<file path="config.mk">
export PLATFORM = sky130hd
export DESIGN_NAME = uart_tx
export DESIGN_NICKNAME = d
export VERILOG_FILES = /design/src/rtl/uart_tx.sv
export SDC_FILE = /design/constraint.sdc
export NUM_CORES = 1
export LEC_CHECK = 0
export CORE_ASPECT_RATIO = 0.6
export CORE_MARGIN = 2
export CORE_UTILIZATION = 55
export DETAILED_ROUTE_END_ITERATION = 8
export PLACE_DENSITY = 0.71
export SYNTH_ARGS = -nofsm -noshare
export SYNTH_HDL_FRONTEND = slang
export SYNTH_SLANG_ARGS = --single-unit
</file>
<file path="constraint.sdc">
create_clock -name clk -period 2.95 [get_ports clk]
set_input_delay 0.4425 -clock clk [delete_from_list [all_inputs] [get_ports clk]]
set_output_delay 0.4425 -clock clk [all_outputs]
set_load 0.01 [all_outputs]
</file>
<file path="src/rtl/uart_tx.sv">
// uart_tx: 8N1 serial transmitter with a small byte FIFO in front.
// Handshake: a byte is accepted on a rising edge where data_valid && ready;
// ready is combinational and drops only when the FIFO is full, and bytes
// offered while ready is low are dropped rather than held.
// Frames are start(0), eight data bits LSB first, stop(1); each bit lasts
// CLKS_PER_BIT clocks, and consecutive frames follow with no idle gap.
module uart_tx #(
    parameter int CLKS_PER_BIT = 1,
    parameter int FIFO_DEPTH   = 4
) (
    input  logic                          clk,
    input  logic                          rst_n,
    input  logic [7:0]                    data_in,
    input  logic                          data_valid,
    output logic                          ready,
    output logic                          tx,
    output logic                          busy,
    output logic [$clog2(FIFO_DEPTH):0]   fifo_level
);

    localparam int AW = $clog2(FIFO_DEPTH);
    localparam int LW = AW + 1;
    localparam int BW = (CLKS_PER_BIT > 1) ? $clog2(CLKS_PER_BIT) : 1;

    typedef enum logic [1:0] {
        IDLE  = 2'd0,
        START = 2'd1,
        DATA  = 2'd2,
        STOP  = 2'd3
    } state_t;

    state_t          state, state_n;
    logic            tx_n;
    logic [7:0]      shift, shift_n;
    logic [2:0]      bit_idx, bit_idx_n;
    logic [BW-1:0]   baud_cnt, baud_cnt_n;

    logic [7:0]      mem [FIFO_DEPTH];
    logic [AW-1:0]   wr_ptr, rd_ptr;
    logic            push, pop;
    logic            fifo_empty;
    logic            baud_done;

    assign ready      = (fifo_level != LW'(FIFO_DEPTH));
    assign push       = data_valid && ready;
    assign fifo_empty = (fifo_level == '0);
    assign busy       = (state != IDLE) || !fifo_empty;
    assign baud_done  = (baud_cnt == BW'(CLKS_PER_BIT - 1));

    // FIFO storage: write the accepted byte at the write pointer.
    always_ff @(posedge clk) begin
        if (push) begin
            mem[wr_ptr] <= data_in;
        end
    end

    // FIFO pointers and level; a simultaneous push and pop leaves the level unchanged.
    always_ff @(posedge clk or negedge rst_n) begin
        if (!rst_n) begin
            wr_ptr     <= '0;
            rd_ptr     <= '0;
            fifo_level <= '0;
        end else begin
            if (push) begin
                wr_ptr <= wr_ptr + AW'(1);
            end
            if (pop) begin
                rd_ptr <= rd_ptr + AW'(1);
            end
            case ({push, pop})
                2'b10:   fifo_level <= fifo_level + LW'(1);
                2'b01:   fifo_level <= fifo_level - LW'(1);
                default: fifo_level <= fifo_level;
            endcase
        end
    end

    // Serialiser state register; reset drives the line idle high at once.
    always_ff @(posedge clk or negedge rst_n) begin
        if (!rst_n) begin
            state    <= IDLE;
            tx       <= 1'b1;
            shift    <= '0;
            bit_idx  <= '0;
            baud_cnt <= '0;
        end else begin
            state    <= state_n;
            tx       <= tx_n;
            shift    <= shift_n;
            bit_idx  <= bit_idx_n;
            baud_cnt <= baud_cnt_n;
        end
    end

    // Next-state, next-bit and FIFO pop decision for the serialiser.
    always_comb begin
        state_n    = state;
        tx_n       = tx;
        shift_n    = shift;
        bit_idx_n  = bit_idx;
        baud_cnt_n = baud_cnt;
        pop        = 1'b0;
        case (state)
            IDLE: begin
                tx_n = 1'b1;
                if (!fifo_empty) begin
                    pop        = 1'b1;
                    shift_n    = mem[rd_ptr];
                    tx_n       = 1'b0;
                    baud_cnt_n = '0;
                    state_n    = START;
                end
            end
            START: begin
                if (baud_done) begin
                    baud_cnt_n = '0;
                    tx_n       = shift[0];
                    bit_idx_n  = '0;
                    state_n    = DATA;
                end else begin
                    baud_cnt_n = baud_cnt + BW'(1);
                end
            end
            DATA: begin
                if (baud_done) begin
                    baud_cnt_n = '0;
                    if (bit_idx == 3'd7) begin
                        tx_n    = 1'b1;
                        state_n = STOP;
                    end else begin
                        shift_n   = {1'b0, shift[7:1]};
                        tx_n      = shift[1];
                        bit_idx_n = bit_idx + 3'd1;
                    end
                end else begin
                    baud_cnt_n = baud_cnt + BW'(1);
                end
            end
            STOP: begin
                if (baud_done) begin
                    baud_cnt_n = '0;
                    if (!fifo_empty) begin
                        // Chain straight into the next start bit.
                        pop     = 1'b1;
                        shift_n = mem[rd_ptr];
                        tx_n    = 1'b0;
                        state_n = START;
                    end else begin
                        state_n = IDLE;
                    end
                end else begin
                    baud_cnt_n = baud_cnt + BW'(1);
                end
            end
            default: begin
                state_n = IDLE;
                tx_n    = 1'b1;
            end
        endcase
    end

endmodule

</file>
# After elaboration in Yosys (flattened, before gate mapping)
# Memories as Yosys holds them, arrays and structs flattened.
# Index checks and enable logic that the tools add are counted.
# classes
add_sub_neg	6
eq_ne	14
n_mux	31
n_reduce_logical	14
# ops
operator	count
8-bit two-way mux	4
8-bit one-hot mux with 3 select lines	1
2-bit != test, second input constant	7
1-bit two-way mux	12
3-bit one-hot mux with 2 select lines	2
4-bit AND reduction	3
2-bit two-way mux	5
3-bit two-way mux	3
2-bit one-hot mux with 4 select lines	1
3-bit by 1-bit adder with 3-bit output, second input constant	2
2-bit == test, second input constant	3
2-bit nonzero test	3
5-bit AND reduction	1
2-bit by 1-bit adder with 2-bit output, second input constant	2
2-bit by 1-bit == test with 1-bit output, second input constant	2
1-bit one-hot mux with 2 select lines	2
1-bit one-hot mux with 4 select lines	1
3-bit == test, second input constant	1
3-bit zero test	1
3-bit != test, second input constant	1
3-bit nonzero test	1
3-bit OR reduction	1
3-bit by 1-bit subtractor with 3-bit output, second input constant	1
2-bit zero test	1
other kinds (4)	4
# totals
regBits	22
mem_bits_rw	32
input_bits	11
out_inout_bits	6
elab_cells	74
mem_count	1
# memory_table
memory	depth	width	read_ports	rd_clocked_by_memory_dff	wr	line_no	rtl
mem	4	8	1	0	1	38	logic [7:0] mem [FIFO_DEPTH];

# Logic depth before layout (Yosys ltp)
# Gate-level depths: netlist of run 1.
# depth
word_depth	6
mapped_depth	9
depth_no_buf	9

# Worst setup path before layout of run 1
# No wires, ideal clock.
# synth_path
path_kind	flip-flop to flip-flop
startpoint	register fifo_level[0]
endpoint	register fifo_level[1]
setup_time_ps	125
arrival_time_ps	1994
required_time_ps	2825
setup_slack_ps	831
stages_incl_launch_ff	7
n_path_buf	0
period_less_slack_ps	2119
cell_sequence	dfrtp_1 or3b_4 and2_4 inv_1 ha_1 fa_1 mux2_2
# synth_via
elab_cells_between_ends	12
cone_classes	add/sub: 2; eq/ne: 3; mux: 4; reduce/logical: 3
# synth_lines
item	line_no	rtl
start: declaration	18	output logic [$clog2(FIFO_DEPTH):0] fifo_level
start signal: assignment	71	2'b10: fifo_level <= fifo_level + LW'(1);
start signal: assignment	72	2'b01: fifo_level <= fifo_level - LW'(1);
start signal: assignment	73	default: fifo_level <= fifo_level;
3-bit != test *	44	assign ready = (fifo_level != LW'(FIFO_DEPTH));
net ready	15	output logic ready,
1-bit logical AND *	45	assign push = data_valid && ready;
2-bit by 1-bit == test with 1-bit output or 2-bit == test (tied branches)	70	case ({push, pop})
3-bit one-hot mux with 2 select lines or 2-bit nonzero test (tied branches)	-	
# Mark *: on every way through the listed nets, which the timed path passes. The rest lies on a longest branch.
# A chain may end at the register's enable or synchronous reset.

# Worst setup path in the final report of run 1
# layout_path
startpoint	register state[0]
endpoint	register fifo_level[1]
# layout_via
elab_chain_cells	4
elab_cells_between_ends	7
cone_classes	eq/ne: 3; mux: 2; reduce/logical: 2
# layout_lines
item	line_no	rtl
start: declaration	32	state_t state, state_n;
start signal: assignment	87	state <= state_n;
2-bit == test or 2-bit zero test (tied branches)	103	case (state)
1-bit one-hot mux with 2 select lines *	103	
net pop	40	logic push, pop;
2-bit by 1-bit == test with 1-bit output or 2-bit == test (tied branches)	70	
3-bit one-hot mux with 2 select lines or 2-bit nonzero test (tied branches)	-	
# Marks and branches as above.

==> results of run 1 <==
-- power by group --
part	internal [W]	switching, W
clock	0.000255	0.000239
sequential	0.00104	0.000205
combinational	0.000614	0.000544
-- state kept, by name, indices dropped and copies added (netlist names) --
signal,flops
bit_idx,3
state,2
rd_ptr,2
fifo_level,3
mem,32
tx,1
shift,8
wr_ptr,2
-- per-stage QoR --
step | instances | power, W | worst slack (ns)
floorplan | 143 | 0.00210 | 0.831
global placement | 217 | 0.00234 | 0.718
detailed placement | 217 | 0.00244 | 0.633
CTS | 225 | 0.00292 | 0.682
global route | 225 | 0.00309 | 0.539
finish | 225 | 0.00290 | 0.690
-- synthesized netlist by cell type, types with 2 or more instances --
| library cell | n | share of area, % |
|---|---|---|
| mux2_2 | 4 | 1.9 |
| nand2b_1 | 2 | 0.53 |
| mux4_2 | 8 | 7.6 |
| a22o_1 | 3 | 1.1 |
| and3_2 | 4 | 1.3 |
| a21oi_1 | 2 | 0.42 |
| o21ai_0 | 2 | 0.42 |
| nor2_1 | 4 | 0.64 |
| and3_1 | 7 | 1.9 |
| a221o_1 | 7 | 3.0 |
| a211oi_1 | 3 | 0.96 |
| edfxtp_1 | 32 | 41 |
| inv_1 | 5 | 0.80 |
| nand2_1 | 2 | 0.32 |
| xor2_1 | 3 | 1.1 |
| dfrtp_1 | 20 | 21 |
| ha_1 | 12 | 6.4 |
| nor3_1 | 2 | 0.42 |
| xnor2_1 | 4 | 1.5 |
-- worst reg2reg max path, delay by kind of cell (launching register included) --
| family | cells | cell delay [ns] |
|---|---|---|
| adder cells (fa/ha/maj) | 3 | 1.03 |
| buffers and inverters | 1 | 0.11 |
| flip-flops | 1 | 0.41 |
| multiplexers | 1 | 0.26 |
| AND/OR/NAND/NOR | 1 | 0.36 |
-- area by class of cell --
class / instances / area [sq um]
Inverter: 5 / 18.8
Timing Repair Buffer: 17 / 168
Multi-Input combinational cell: 82 / 832
Fill cell: 284 / 1430
Clock buffer: 5 / 68.8
Clock inverter: 3 / 43.8
Sequential cell: 53 / 1490
Tap cell: 60 / 75.1
-- how the worst max path moves through the flow --
stage          slack, ns                      start                        end  cells after the start
2_1_floorplan       0.83  fifo_level[0]$_DFFE_PN0P_  fifo_level[1]$_DFFE_PN0P_                      6
3_3_place_gp        0.72                 data_valid  fifo_level[2]$_DFFE_PN0P_                      8
3_5_place_dp        0.63                 data_valid  fifo_level[2]$_DFFE_PN0P_                      8
4_1_cts             0.68       state[0]$_DFFE_PN0P_  fifo_level[1]$_DFFE_PN0P_                      6
5_1_grt             0.54       state[0]$_DFFE_PN0P_  fifo_level[1]$_DFFE_PN0P_                      6
6_report            0.69       state[0]$_DFFE_PN0P_  fifo_level[1]$_DFFE_PN0P_                      6
-- logic make-up after synthesis --
logic type      count (synthesis)
flops                          53
simple gates                   28
compound gates                 21
mux                            13
fa+ha+maj                      13
buf+inv                         8
xor+xnor                        7
-- cell usage in the layout, fill, tap and decap left out, types with 2 or more instances in the layout --
| cell type | count |
|---|---|
| edfxtp_1 | 32 |
| dfrtp_1 | 20 |
| mux2_2 | 4 |
| nand2_1 | 2 |
| nor2_1 | 4 |
| a21oi_1 | 2 |
| o21ai_0 | 2 |
| ha_1 | 12 |
| a211oi_1 | 3 |
| clkdlybuf4s50_1 | 16 |
| mux4_2 | 8 |
| a221o_1 | 7 |
| and3_2 | 4 |
| inv_1 | 5 |
| and3_1 | 7 |
| clkbuf_8 | 5 |
| nor3_1 | 2 |
| xnor2_1 | 4 |
| xor2_1 | 3 |
| a22o_1 | 3 |
| nand2b_1 | 2 |
-- routing by layer --
metal | wire [microns] | up-vias
li1 | - | 594
met1 | 1880 | 646
met2 | 2040 | 20
met3 | 123 | 5
met4 | 29 | 0
met5 | 0 | -
==> run metrics, run 1 <==
First DRT Iteration DRCs 48; crit-path leading delay family adder cells; grt met2 use 30.2%; Avg Cell Area, Syn 16.5 sq um; synthesis-to-finish area growth 14.3%; VDD IR max 0.639 mV; RR Endpoint fifo_level[1]$_DFFE_PN0P_; Final Util 65.4%; PD cells 1080 nW/um^2; CP peak stage delay 0.42 ns; Arrival @ worst endpoint 2.46 ns; TNS Setup 0 ns; clk_lat worst skew 0.30 ns; final hold viol count 0; status finished clean; RePlAce Congestion 0.744; syn_nets 167; number of routed nets with antenna violations 0; antenna fix cells 0; CTS tree yes; post-synthesis mux area share 10.2%; Vias/cell 5.62; Worst slew margin 36.9%; largest family of logic cells by synthesized area multiplexers; Cell Rows 18; unrepaired setup endpoints after global routing no; postcts setup bufs 0; clk_skew 0.00637 ns; Compound-Gate Fraction of Synth Area 7.70%; Post-synth EDFFs 32; crit-path max FO 4; Netlist cell types 36; WHS Path Cells 1; Simple-Gate Fraction of Synth Area 7.59%; Setup crit end kind flip-flop; Max clock buf depth 2; Worst Hold Class reg2reg; routed via count 1,265; Seq cells post-synth 53; FF-to-FF path depth 6; GR met3 Demand/Resource 4.98%; Pleak 1.06 nW; yosys warns 0; final instance area 2690 sq um; # IOs 17; critical path class reg2reg; Mapped Area 2360 sq um; Top FF cell, synth edfxtp_1; fin. max-slew vios 0; GR Util met1 27.2%; CTS Sinks 53; Worst Path Required 3.15 ns; Post-Route WL 4.07 mm; Worst R2R Start state[0]$_DFFE_PN0P_; htree depth 2; Final min period 2.26 ns; register area share after synthesis 63.1%; vias in the first global route 1,233; post-synthesis adder-cell area fraction 7.22%; area of the die 4840 sq um; final HPWL from detailed placement 3.03 mm; fmax 0.442 GHz; r2r setup slk 0.69 ns; drt pass-1 iters 4; Layout Nets 188; WHS 0.511 ns; start point of the worst min-delay path shift[7]$_DFFE_PN0P_; core area 4120 sq um; number of gates resized after cts 0; final setup fails 0; GRT Max-Usage Layer met2; Post-CTS Hold Buffers 0; Post-Synth XOR/XNOR Area 2.60%; IO buf count 16; CTS clock-pin slew for the worst setup and hold paths 0.10 ns; largest net degree at the start of global routing 22; CP Launch Type flip-flop; Worst Max-Slew Pin Slew 0.943 ns; Cells after Synth 143; Total Routing Usage GR 19.3%; first-pass GRT wire length 6.37 mm; drt drc 0; share of cells above drive strength 1 20.6%; worst-path cell chain inv_1, ha_1, nor3_1, ha_1, fa_1, mux2_2; grt total ovfl 0; hold worst-path end shift[7]$_DFFE_PN0P_; slowest CP cell fa_1; initial antenna violation count 0; DIE WIDTH 88.5 microns; crit path buf inv count 1; Die Y 54.7 microns; Initial Utilization 57.2%; CP dominant cell by count ha_1; Cell Area, Placed 2580 sq um; max cap viols 0; clock root cell clkbuf_8; period utilization 76.6%; Async S/R FF share, synth 39.6%; TritonCTS Buffers 5; wire per inst 18.1 microns
Power figures use the tool's default switching activity.
==> inputs of run 2 (changes only) <==
Settings changed: CORE_UTILIZATION 55 to 52.
Clock period 2.95 ns to 1.85 ns, I/O delays scaled along.
==> run 2 against run 1 <==
Net effect: utilization increased by 5.7 points; the run now ends with setup timing left; first-iteration DRC count increased by 42%; final cell count increased by 14%; clock skew increased by 0.0036 ns; highest routed layer unchanged; routed wire length increased by 6.8%; worst setup slack got worse by 0.80 ns; die area increased by 5.4%; non-clock buffer count increased by 31; hold slack got worse by 0.19 ns; register-to-register slack got worse by 0.80 ns; largest cell class unchanged; sequential power increased by 52%; clock power increased by 51%.
==> run metrics, run 2 (synthesized netlist as in run 1, its figures left out) <==
status finished with violations; failing checks setup timing; Power Total 0.00536 W (+85%); Final WS setup -0.108 ns (-0.798 ns); non-filler cells, final 256 (+14%); final hold viol count 0 (unchanged); largest net degree at the start of global routing 22 (unchanged); Biggest register mem; crit-path max FO 3 (-1); CP startpoint state[0]$_DFFE_PN0P_; area of the die 5110 sq um (+5.4%); FF-to-FF path depth 6 (unchanged); Worst Setup EP fifo_level[1]$_DFFE_PN0P_; grt total ovfl 0 (unchanged); CTS clock-pin slew for the worst setup and hold paths 0.09 ns (about the same); Initial Utilization 55.7% (-1.5 points); final instance area 3010 sq um (+12%); Pleak 1.20 nW (+14%); synthesis-to-finish area growth 27.7%; Layout Nets 219 (+16%); fmax 0.511 GHz (+15%); Filler cells 290 (+2.1%); TritonCTS Buffers 5 (unchanged); VDD IR max 1.24 mV (+94%); final setup fails 1 (+1); Setup crit end kind flip-flop; CP Launch Type flip-flop; routed via count 1,400 (+11%); antenna fix cells 0 (unchanged); initial antenna violation count 0 (unchanged); # IOs 17 (unchanged); period utilization 106% (+29 points); First DRT Iteration DRCs 68 (+42%); Total Routing Usage GR 18.3% (-1.0 points); clock root cell clkbuf_8; commonest non-fill, non-tap cell in the layout edfxtp_1; clk_skew 0.00992 ns (+0.00355 ns); unrepaired setup endpoints after global routing yes; most frequent cells in the layout edfxtp_1 (32), buf_4 (28), dfrtp_1 (18), clkdlybuf4s50_1 (14), mux4_2 (8); number of routed nets with antenna violations 0 (unchanged); Cell Area, Placed 2800 sq um (+8.3%); Final min period 1.96 ns (-0.302 ns); Cell Rows 18 (unchanged); fin. max-slew vios 0 (unchanged); Post-CTS Hold Buffers 0 (unchanged); Arrival @ worst endpoint 2.13 ns (-0.33 ns); clk_lat worst skew 0.29 ns (about the same); max cap viols 0 (unchanged); Placed Cells 243 (+12%); first-pass GRT wire length 7.10 mm (+11%); share of cells above drive strength 1 39.8% (+19 points); drt pass-1 iters 4 (unchanged); biggest regs mem (32), shift (8); final HPWL from detailed placement 3.18 mm (+4.8%); Vias/cell 5.47 (-2.7%); PD cells 1780 nW/um^2 (+65%); wire per inst 17.0 microns (-6.1%); Worst slew margin 69.1% (+32 points); drt drc 0 (unchanged); CTS Sinks 53 (unchanged); Die Y 56.2 microns (+2.6%); Worst Path Required 2.03 ns (-1.12 ns); Post-Route WL 4.35 mm (+6.8%); Worst R2R Start state[0]$_DFFE_PN0P_; CTS tree yes; Worst Hold Class in2async; core area 4230 sq um (+2.7%); htree depth 2 (unchanged); RePlAce Congestion 0.768 (+3.2%); critical path class reg2reg; TNS Setup -0.108 ns (-0.108 ns); max reg flops 32 (unchanged); Max clock buf depth 2 (unchanged); vias in the first global route 1,458 (+18%); IO buf count 16 (unchanged); DIE WIDTH 90.9 microns (+2.7%); register area 1490 sq um (+0.17%); multi-input logic area 911 sq um (+9.5%); r2r setup slk -0.11 ns (-0.80 ns); RR Endpoint fifo_level[1]$_DFFE_PN0P_; Worst Max-Slew Pin Slew 0.464 ns (-0.479 ns)
-- run 2: changes by cell type in the layout (fill, tap and decap cells not counted), moves of 3 or more --
cell,previous run,this run
buf_4,1,28
buf_6,0,4
ha_1,12,7
ha_2,0,3
inv_1,5,2
inv_2,0,3
nor3_4,0,3
-- run 2: how the worst min path moves through the flow --
| stage | startpoint | end | slack [ns] |
|---|---|---|---|
| 6_report | rst_n | shift[4]$_DFFE_PN0P_ | 0.32 |
| 4_1_cts | rst_n | shift[4]$_DFFE_PN0P_ | 0.32 |
| 5_1_grt | rst_n | shift[4]$_DFFE_PN0P_ | 0.33 |
| 3_3_place_gp | shift[5]$_DFFE_PN0P_ | shift[5]$_DFFE_PN0P_ | 0.49 |
| 3_5_place_dp | shift[7]$_DFFE_PN0P_ | shift[7]$_DFFE_PN0P_ | 0.49 |
| 2_1_floorplan | rst_n | bit_idx[0]$_DFFE_PN0P_ | -0.02 |
-- run 2: report_power, final --
| group | switching (W) | internal, W | total (W) |
|---|---|---|---|
| Sequential | 0.000231 | 0.00167 | 0.00190 |
| Combinational | 0.00119 | 0.00152 | 0.00271 |
| Clock | 0.000349 | 0.000400 | 0.000748 |
| Total | 0.00177 | 0.00359 | 0.00536 |
-- run 2: worst max-delay path: stages (launching register included) --
cell and delay (ns):
dfrtp_1 0.43, inv_2 0.10, ha_4 0.22, nor3_4 0.24, ha_4 0.17, fa_2 0.42, mux2_2 0.26
-- run 2: layer usage --
layer / global-route usage (%) / vias to the layer above / share of wire (%)
met3: 4.88 / 4 / 3.7
met4: 4.76 / 0 / 0.57
met2: 28.9 / 27 / 48
li1: - / 663 / -
met5: 0 / - / 0
met1: 25.6 / 706 / 48
-- run 2: timing repair --
item,4_1_cts,5_1_grt
resized for setup,13,9
setup buffers,3,2
endpoints found under the hold margin,0,0
pin swaps,6,4
endpoints found under the setup margin,12,10
-- run 2: final cells by class --
cell class	instances	area share [%]
Clock buffer	6	2.41
Clock inverter	2	1.12
Inverter	5	0.623
Multi-Input combinational cell	82	30.3
Sequential cell	53	49.5
Tap cell	60	2.49
Timing Repair Buffer	48	13.6
-- run 2: stage by stage --
step	worst slack (ns)	util (%)	hold WS, ns
3_5_place_dp	-0.258	66.0	0.489
6_report	-0.108	71.1	0.317
2_1_floorplan	-0.170	-	-0.0181
5_1_grt	-0.193	71.1	0.325
4_1_cts	-0.114	70.3	0.319
3_3_place_gp	-0.167	66.0	0.488
==> inputs of run 3 (changes only) <==
Settings changed: CORE_UTILIZATION 52 to 45, PLACE_DENSITY 0.71 to 0.62.
==> run 3 against run 2 <==
Net effect: largest cell class unchanged; the flow still finishes with violations (setup timing); sequential share of layout area rose by 0.44 points; register-to-register slack barely moved; routed wire length rose by 4.0%; non-clock buffer count fell by 1; sequential power barely moved.
==> run metrics, run 3 (synthesized netlist as in run 1, its figures left out) <==
antenna fix cells 0 (unchanged); CP Launch Type flip-flop; Worst Max-Slew Pin Slew 0.566 ns (+0.102 ns); period utilization 107% (+0.71 points); Post-Route WL 4.52 mm (+4.0%); Initial Utilization 46.6% (-9.0 points); Placed Cells 248 (+2.1%); Setup crit end kind flip-flop; drt drc 0 (unchanged); worst-path cell chain or3b_4, and2_4, inv_2, ha_4, fa_2, mux2_2; fmax 0.507 GHz (-0.67%); commonest non-fill, non-tap cell in the layout edfxtp_1; Arrival @ worst endpoint 2.17 ns (+0.04 ns); number of routed nets with antenna violations 0 (unchanged); initial antenna violation count 0 (unchanged); Die Y 60.1 microns (+7.0%); drt pass-1 iters 4 (unchanged); PD cells 1760 nW/um^2 (-1.4%); clk_lat worst skew 0.31 ns (+0.02 ns); crit path buf inv count 1 (unchanged); critical path class reg2reg; Seq pwr share 36.0% (+0.6 points); Worst slew margin 62.1% (-7.0 points); Layout Nets 218 (-0.46%); area of the die 5850 sq um (+15%); Worst Hold Class in2async; VDD IR max 0.697 mV (-44%); Pleak 1.20 nW (-0.70%); sw power 0.00181 W (+1.9%); unrepaired setup endpoints after global routing yes; final setup fails 2 (+1); RR Endpoint fifo_level[1]$_DFFE_PN0P_; Final min period 1.97 ns (+0.0132 ns); crit-path max FO 2 (-1); First DRT Iteration DRCs 64 (-5.9%); grt total ovfl 0 (unchanged); largest net degree at the start of global routing 22 (unchanged); IO buf count 16 (unchanged); clk_skew 0.00680 ns (-0.00312 ns); slowest CP cell fa_2; max reg flops 32 (unchanged); fin. max-slew vios 0 (unchanged); DIE WIDTH 97.4 microns (+7.2%); clock root cell clkbuf_8; non-filler cells, final 261 (+2.0%); Worst Path Required 2.05 ns (+0.02 ns); Comb pwr share 51.1% (+0.5 points); crit-path leading delay family adder cells; switch share 34.5% (+1.4 points); Post-CTS Hold Buffers 0 (unchanged); final HPWL from detailed placement 3.29 mm (+3.6%); Power Internal 0.00343 W (-4.3%); max cap viols 0 (unchanged); Clk pwr share 12.8% (-1.2 points); FF-to-FF path depth 6 (unchanged); share of cells above drive strength 1 40.0% (+0.20 points); status finished with violations; failing checks setup timing; Max clock buf depth 2 (unchanged); CTS Sinks 53 (unchanged); # IOs 17 (unchanged); Vias/cell 5.34 (-2.3%); RePlAce Congestion 0.831 (+8.1%); vias in the first global route 1,499 (+2.8%); core area 5050 sq um (+19%); synthesis-to-finish area growth 26.6%; biggest regs mem (32), shift (8); CP peak stage delay 0.43 ns (about the same); r2r setup slk -0.12 ns (about the same); Cell Rows 20 (+2); CTS clock-pin slew for the worst setup and hold paths 0.10 ns (about the same); wire per inst 17.3 microns (+2.0%); final hold viol count 0 (unchanged); Final WS setup -0.121 ns (-0.0132 ns); CTS tree yes; WHS 0.312 ns (-0.00410 ns); TritonCTS Buffers 5 (unchanged); most frequent cells in the layout edfxtp_1 (32), buf_4 (28), dfrtp_1 (18), clkdlybuf4s50_1 (14), ha_1 (9); Final Util 59.0% (-12 points); TNS Setup -0.186 ns (-0.0781 ns); htree depth 2 (unchanged); routed via count 1,394 (-0.43%); first-pass GRT wire length 7.33 mm (+3.3%); Total Routing Usage GR 16.7% (-1.7 points); Biggest register mem; Worst R2R Start fifo_level[1]$_DFFE_PN0P_
## run 3: power groups by stage
stage	sequential [W]	clock, W	combinational, W
after floorplan	0.00187	0	0.00152
after global placement	0.00189	0	0.00231
after detailed placement	0.00191	0	0.00243
after CTS	0.00189	0.000691	0.00261
after global routing	0.00193	0.000733	0.00292
final	0.00189	0.000673	0.00268
## run 3: layer usage
metal  routed length (microns)  part of all wire (%)  global-route usage, %  vias to the layer above
li1                          -                     -                      -                      657
met1                      2140                    47                   21.3                      719
met2                      2240                    50                   29.2                       16
met3                       125                   2.8                   4.21                        2
met4                        13                  0.29                   4.56                        0
met5                         0                     0                      0                        -
## run 3: area by class of cell
class                   instances  area [sq um]
fillers                       407          2070
flip-flops and latches         53          1490
multi-input cells              82           900
repair buffers                 47           399
well taps                      66          82.6
clock buffers                   5          68.8
clock inverters                 3          25.0
inverters                       5          18.8
## run 3: metrics by stage
step                power (W)  worst slack, ns  area (sq um)
finish                0.00524           -0.121          2980
global route          0.00558           -0.171          2980
CTS                   0.00519           -0.113          2960
detailed placement    0.00434           -0.234          2800
global placement      0.00420           -0.166          2800
floorplan             0.00340           -0.170          2380
## run 3: how the worst max path moves through the flow
stage	slack [ns]	depth (start not counted)	endpoint	from
floorplan	-0.17	6	fifo_level[1]$_DFFE_PN0P_	fifo_level[1]$_DFFE_PN0P_
global placement	-0.17	6	fifo_level[1]$_DFFE_PN0P_	state[0]$_DFFE_PN0P_
detailed placement	-0.23	6	fifo_level[1]$_DFFE_PN0P_	state[0]$_DFFE_PN0P_
CTS	-0.11	6	fifo_level[1]$_DFFE_PN0P_	fifo_level[1]$_DFFE_PN0P_
global route	-0.17	6	fifo_level[1]$_DFFE_PN0P_	fifo_level[1]$_DFFE_PN0P_
finish	-0.12	6	fifo_level[1]$_DFFE_PN0P_	fifo_level[1]$_DFFE_PN0P_
## run 3: timing repair
item | CTS | global route
pin swaps | 8 | 2
gates resized for setup | 14 | 5
setup buffers | 2 | 3
setup endpoints to repair | 12 | 4
gates cloned | 0 | 0
==> edit 1, RTL diff (flow settings as in run 1) <==
Take the reset off `shift` and load it in a clocked block of its own.
--- a/src/rtl/uart_tx.sv
+++ b/src/rtl/uart_tx.sv
@@ -81,5 +81,4 @@
             state    <= IDLE;
             tx       <= 1'b1;
-            shift    <= '0;
             bit_idx  <= '0;
             baud_cnt <= '0;
@@ -87,8 +86,11 @@
             state    <= state_n;
             tx       <= tx_n;
-            shift    <= shift_n;
             bit_idx  <= bit_idx_n;
             baud_cnt <= baud_cnt_n;
         end
+    end
+
+    always_ff @(posedge clk) begin
+        shift <= shift_n;
     end
 
Behaviour: no difference found for any inputs over 10 cycles, from zero or initial values and one cycle with rst_n low; that may be too few to reach the edited logic, so the function may still have changed.
==> edit 1 against run 1 <==
  * Wire length down 5.8%
  * Clock power decreased by 4.9%
  * Cell area decreased by 0.93%
  * Sequential cell count unchanged
  * First-iteration DRC count increased by 35%
  * Area after synthesis decreased by 1.1%
  * Power shrank 0.88%
  * Setup slack got worse by 66 ps
  * Critical path type unchanged
  * Largest cell class unchanged
==> edit 1: results (changes against run 1) <==
Run status
Run status: finished, final reports clean (unchanged).

Final layout
The final layout net count is 183 (was 188). The fraction of layout instances using a drive strength above 1 is 19.4% (was 20.6%). Registers with the highest flip-flop counts: mem x32, shift x8 (unchanged).

Synthesis
The post-synthesis sequential area ratio came to 65.5% (was 63.1%). The number of enable flip-flop cells after synthesis is 40 (was 32). The post-synthesis net count is 163 (was 167).

The async set or reset register ratio after synthesis is 24.5% (was 39.6%). Top cells by count, synth: edfxtp_1 (40), dfrtp_1 (12), ha_1 (12) (was edfxtp_1 (32), dfrtp_1 (20), ha_1 (12)). The post-synthesis cell type count came to 32 (was 36).

Largest cells by area after synthesis: edfxtp_1 (52%), dfrtp_1 (13%), mux4_2 (7.7%) (was edfxtp_1 (41%), dfrtp_1 (21%), mux4_2 (7.6%)).

STA
The remaining max-slew budget at the tightest pin is 59.4% (was 36.9%). The worst clock skew came to 7.98 ps (was 6.37 ps).

Detailed routing
The detailed route wirelength on metal2 was 1890 um (was 2040 um). The number of vias per cell is 5.52 (was 5.62). The total wirelength of the detailed-routed design is 3840 um (was 4070 um).

The first-iteration detailed-routing DRC count is 65 (was 48). The sum of routed wire segments on met1 is 1820 um (was 1880 um).

Power
The maximum ir drop on the vdd rail is 503 uV (was 639 uV). The leakage power is 1.00 nW (was 1.06 nW).

Setup path
The worst-path cell with the longest stage delay was dfrtp_1 (was fa_1). For this run, the slowest stage of the critical path takes 430 ps. The endpoint arrival time on the critical path is 2510 ps (was 2460 ps).

Global routing
The first-pass GRT wire length is 6020 um (was 6370 um). The via count of the first global-routing pass came to 1,212 (was 1,233). The largest net degree at the start of global routing is 19 (was 22). The combined global-route utilization of all metal layers is 18.1% (was 19.3%).

Placement
The final RePlAce weighted congestion is 0.674 (was 0.744). The post-detailed-placement half-perimeter wirelength is 2710 um (was 3030 um). The total placed instance area is 2560 um^2 (was 2580 um^2).
-- edit 1: cell count changes in the layout (fill, tap and decap cells not counted), moves of 2 or more --
cell	run 1	this run
a21oi_1	2	4
a221o_1	7	0
a22o_1	3	9
and3_1	7	0
dfrtp_1	20	12
edfxtp_1	32	40
nand2_1	2	4
-- edit 1: through the flow --
stage,instances,setup slack (ps)
2_1_floorplan,139,849
3_3_place_gp,212,720
3_5_place_dp,212,623
4_1_cts,220,624
5_1_grt,220,504
6_report,220,624
-- edit 1: report_power, final --
group	internal (mW)	total (mW)	switching, mW	leakage [nW]
combinational	0.572	1.10	0.523	0.421
clock	0.250	0.470	0.220	0.0518
sequential	1.11	1.31	0.200	0.531
total	1.93	2.87	0.943	1.00
-- edit 1: worst paths after layout --
check                                 to  slack (ps)  depth (start not counted)
setup / recovery           fifo_level[1]         620                          6
hold / removal                bit_idx[0]         500                          1
setup reg to reg           fifo_level[1]         620                          6
hold reg to reg               bit_idx[1]         540                          1
max in group asynchronous      rd_ptr[0]        2070                          1
min in group clk              bit_idx[1]         540                          1
-- edit 1: cells by family after synthesis --
| logic type | Yosys count | share of synthesized area, % |
|---|---|---|
| mux | 13 | 10.3 |
| simple gates | 23 | 6.06 |
| fa+ha+maj | 13 | 7.30 |
| xor+xnor | 7 | 2.63 |
| compound gates | 21 | 6.71 |
| flops | 53 | 65.5 |
| buf+inv | 9 | 1.50 |
-- edit 1: metal layers --
metal,up-vias,GRT usage [%]
li1,576,-
met1,622,26.0
met2,15,28.4
met3,2,4.52
met4,0,4.55
met5,-,0
-- edit 1: layout make-up --
cell class | instances | area [um^2]
Tap cell | 60 | 75.1
Multi-Input combinational cell | 77 | 769
Clock buffer | 5 | 68.8
Sequential cell | 53 | 1530
Timing Repair Buffer | 17 | 168
Fill cell | 311 | 1430
Clock inverter | 3 | 41.3
Inverter | 5 | 18.8
==> edit 2, RTL diff (settings of run 1) <==
Made on the original files. Change the parameter `FIFO_DEPTH` from 4 to 2.
--- a/src/rtl/uart_tx.sv
+++ b/src/rtl/uart_tx.sv
@@ -7,5 +7,5 @@
 module uart_tx #(
     parameter int CLKS_PER_BIT = 1,
-    parameter int FIFO_DEPTH   = 4
+    parameter int FIFO_DEPTH   = 2
 ) (
     input  logic                          clk,
Interface: changed (resized fifo_level); port bits go from 17 to 16. The function was not compared with the original's and may differ.
==> edit 2 against run 1 <==
  * Setup slack improved by 19 ps
  * Cell area fell by 33%
  * Power fell by 30%
  * Sequential power fell by 32%
  * Sequential cell count fell by 19
  * Non-clock buffer count fell by 2
  * Area after synthesis fell by 33%
  * Wire length fell by 33%
==> edit 2: results (changes against run 1) <==
Run status
Run status: finished, final reports clean (unchanged).

Placement
The number of buffers added on ports is 15 (was 16). The final RePlAce weighted congestion was 0.784 (was 0.744). The post-detailed-placement half-perimeter wirelength is 1940 um (was 3030 um).

The total placed instance area is 1730 um^2 (was 2580 um^2). The number of placed instances with taps included is 157 (was 217).

STA
The transition at the pin with the smallest max-transition slack was 830 ps (was 943 ps). The worst clock skew came to 9.33 ps (was 6.37 ps).

Setup path
The critical path's largest stage delay is 500 ps (was 420 ps). The worst-case register-to-register setup slack came to 1070 ps (was 690 ps). The endpoint arrival time on the critical path came to 1800 ps (was 2460 ps). The capture point of the critical path is busy (was fifo_level[1]). The maximum fanout along the worst path is 13 (was 4). The number of cells traversed by the worst register-to-register path is 6 (unchanged).

The origin of the worst setup path is fifo_level[0] (was state[0]). The largest delay contributor family on the critical path is simple AND/OR/NAND/NOR gates (was adder cells). The worst-path cell with the longest stage delay is clkdlybuf4s50_1 (was fa_1).

Global routing
The via count of the first global-routing pass is 906 (was 1,233). The largest net degree at the start of global routing came to 19 (was 22). The first-pass GRT wire length is 4350 um (was 6370 um). The combined global-route utilization of all metal layers is 18.9% (was 19.3%).

Synthesis
The compound-cell area share of the yosys netlist is 10.9% (was 7.70%). Largest cells by area after synthesis: edfxtp_1 (30%), dfrtp_1 (27%), ha_1 (7.1%) (was edfxtp_1 (41%), dfrtp_1 (21%), mux4_2 (7.6%)). The mux share of post-synthesis cell area is 7.20% (was 10.2%). The synthesized netlist cell count is 114 (was 143).

Top cells by count, synth: dfrtp_1 (17), edfxtp_1 (16), ha_1 (9), nor3_1 (9), mux2i_1 (8) (was edfxtp_1 (32), dfrtp_1 (20), ha_1 (12)). The number of enable flip-flop cells after synthesis was 16 (was 32). The post-synthesis sequential area ratio came to 58.9% (was 63.1%).

The post-synthesis net count is 134 (was 167). The xor and xnor fraction of the mapped netlist area is 3.32% (was 2.60%). The arithmetic-cell share of the synthesized area counting full adders, half adders and majority gates is 7.12% (was 7.22%). The async set or reset register ratio after synthesis is 52.9% (was 39.6%). The post-synthesis cell type count is 32 (was 36). The dominant register cell in the synthesized netlist is dfrtp_1 (was edfxtp_1).

Power
The reported sequential group power is 0.844 mW (was 1.25 mW). The net switching power of the design is 0.745 mW (was 0.988 mW). The maximum ir drop on the vdd rail was 677 uV (was 639 uV). The part of the power in combinational logic is 42.6% (was 39.9%).

The leakage power is 0.743 nW (was 1.06 nW).

Detailed routing
The via count is 970 (was 1,265). The average detailed-routed wire length per instance is 16.4 um (was 18.1 um). The count of TritonRoute iterations in the first routing pass is 5 (was 4).

The first-iteration detailed-routing DRC count is 89 (was 48).

Final layout
Registers with the highest flip-flop counts: mem x16, shift x8, bit_idx x3 (was mem x32, shift x8). The number of cells in the finished layout apart from fillers is 165 (was 225). The final layout net count was 150 (was 188).

Die
The die span in x is 73.2 um (was 88.5 um).

Min path
The destination of the worst hold path is shift[7] (unchanged).

Clock tree
The post-CTS clock slew at the launch and capture registers of the worst setup and hold paths is 70 ps (was 100 ps). The deepest level of the CTS H-tree is 2 (unchanged).
## edit 2: routing by layer
metal	GRT usage [%]	vias up	share of wire, %
met4	7.41	0	0.77
met5	0	-	0
met1	26.7	471	48
li1	-	456	-
met2	24.9	41	42
met3	9.07	2	8.7
## edit 2: cell type report
| class | count | area [um^2] |
|---|---|---|
| fill | 214 | 990 |
| sequential | 34 | 932 |
| multi-input combinational | 72 | 594 |
| timing repair buffer | 15 | 150 |
| clock buffer | 5 | 68.8 |
| tap | 34 | 42.5 |
| clock inverter | 3 | 11.3 |
| inverter | 2 | 7.51 |
## edit 2: metrics by stage
step | power, mW | setup WS, ps | util, % | hold slack (ps)
6_report | 2.02 | 709 | 64.6 | 483
5_1_grt | 2.15 | 590 | 64.6 | 494
4_1_cts | 2.03 | 709 | 64.6 | 483
3_5_place_dp | 1.71 | 988 | 61.7 | 467
3_3_place_gp | 1.68 | 1050 | 61.7 | 461
2_1_floorplan | 1.52 | 1260 | - | 147
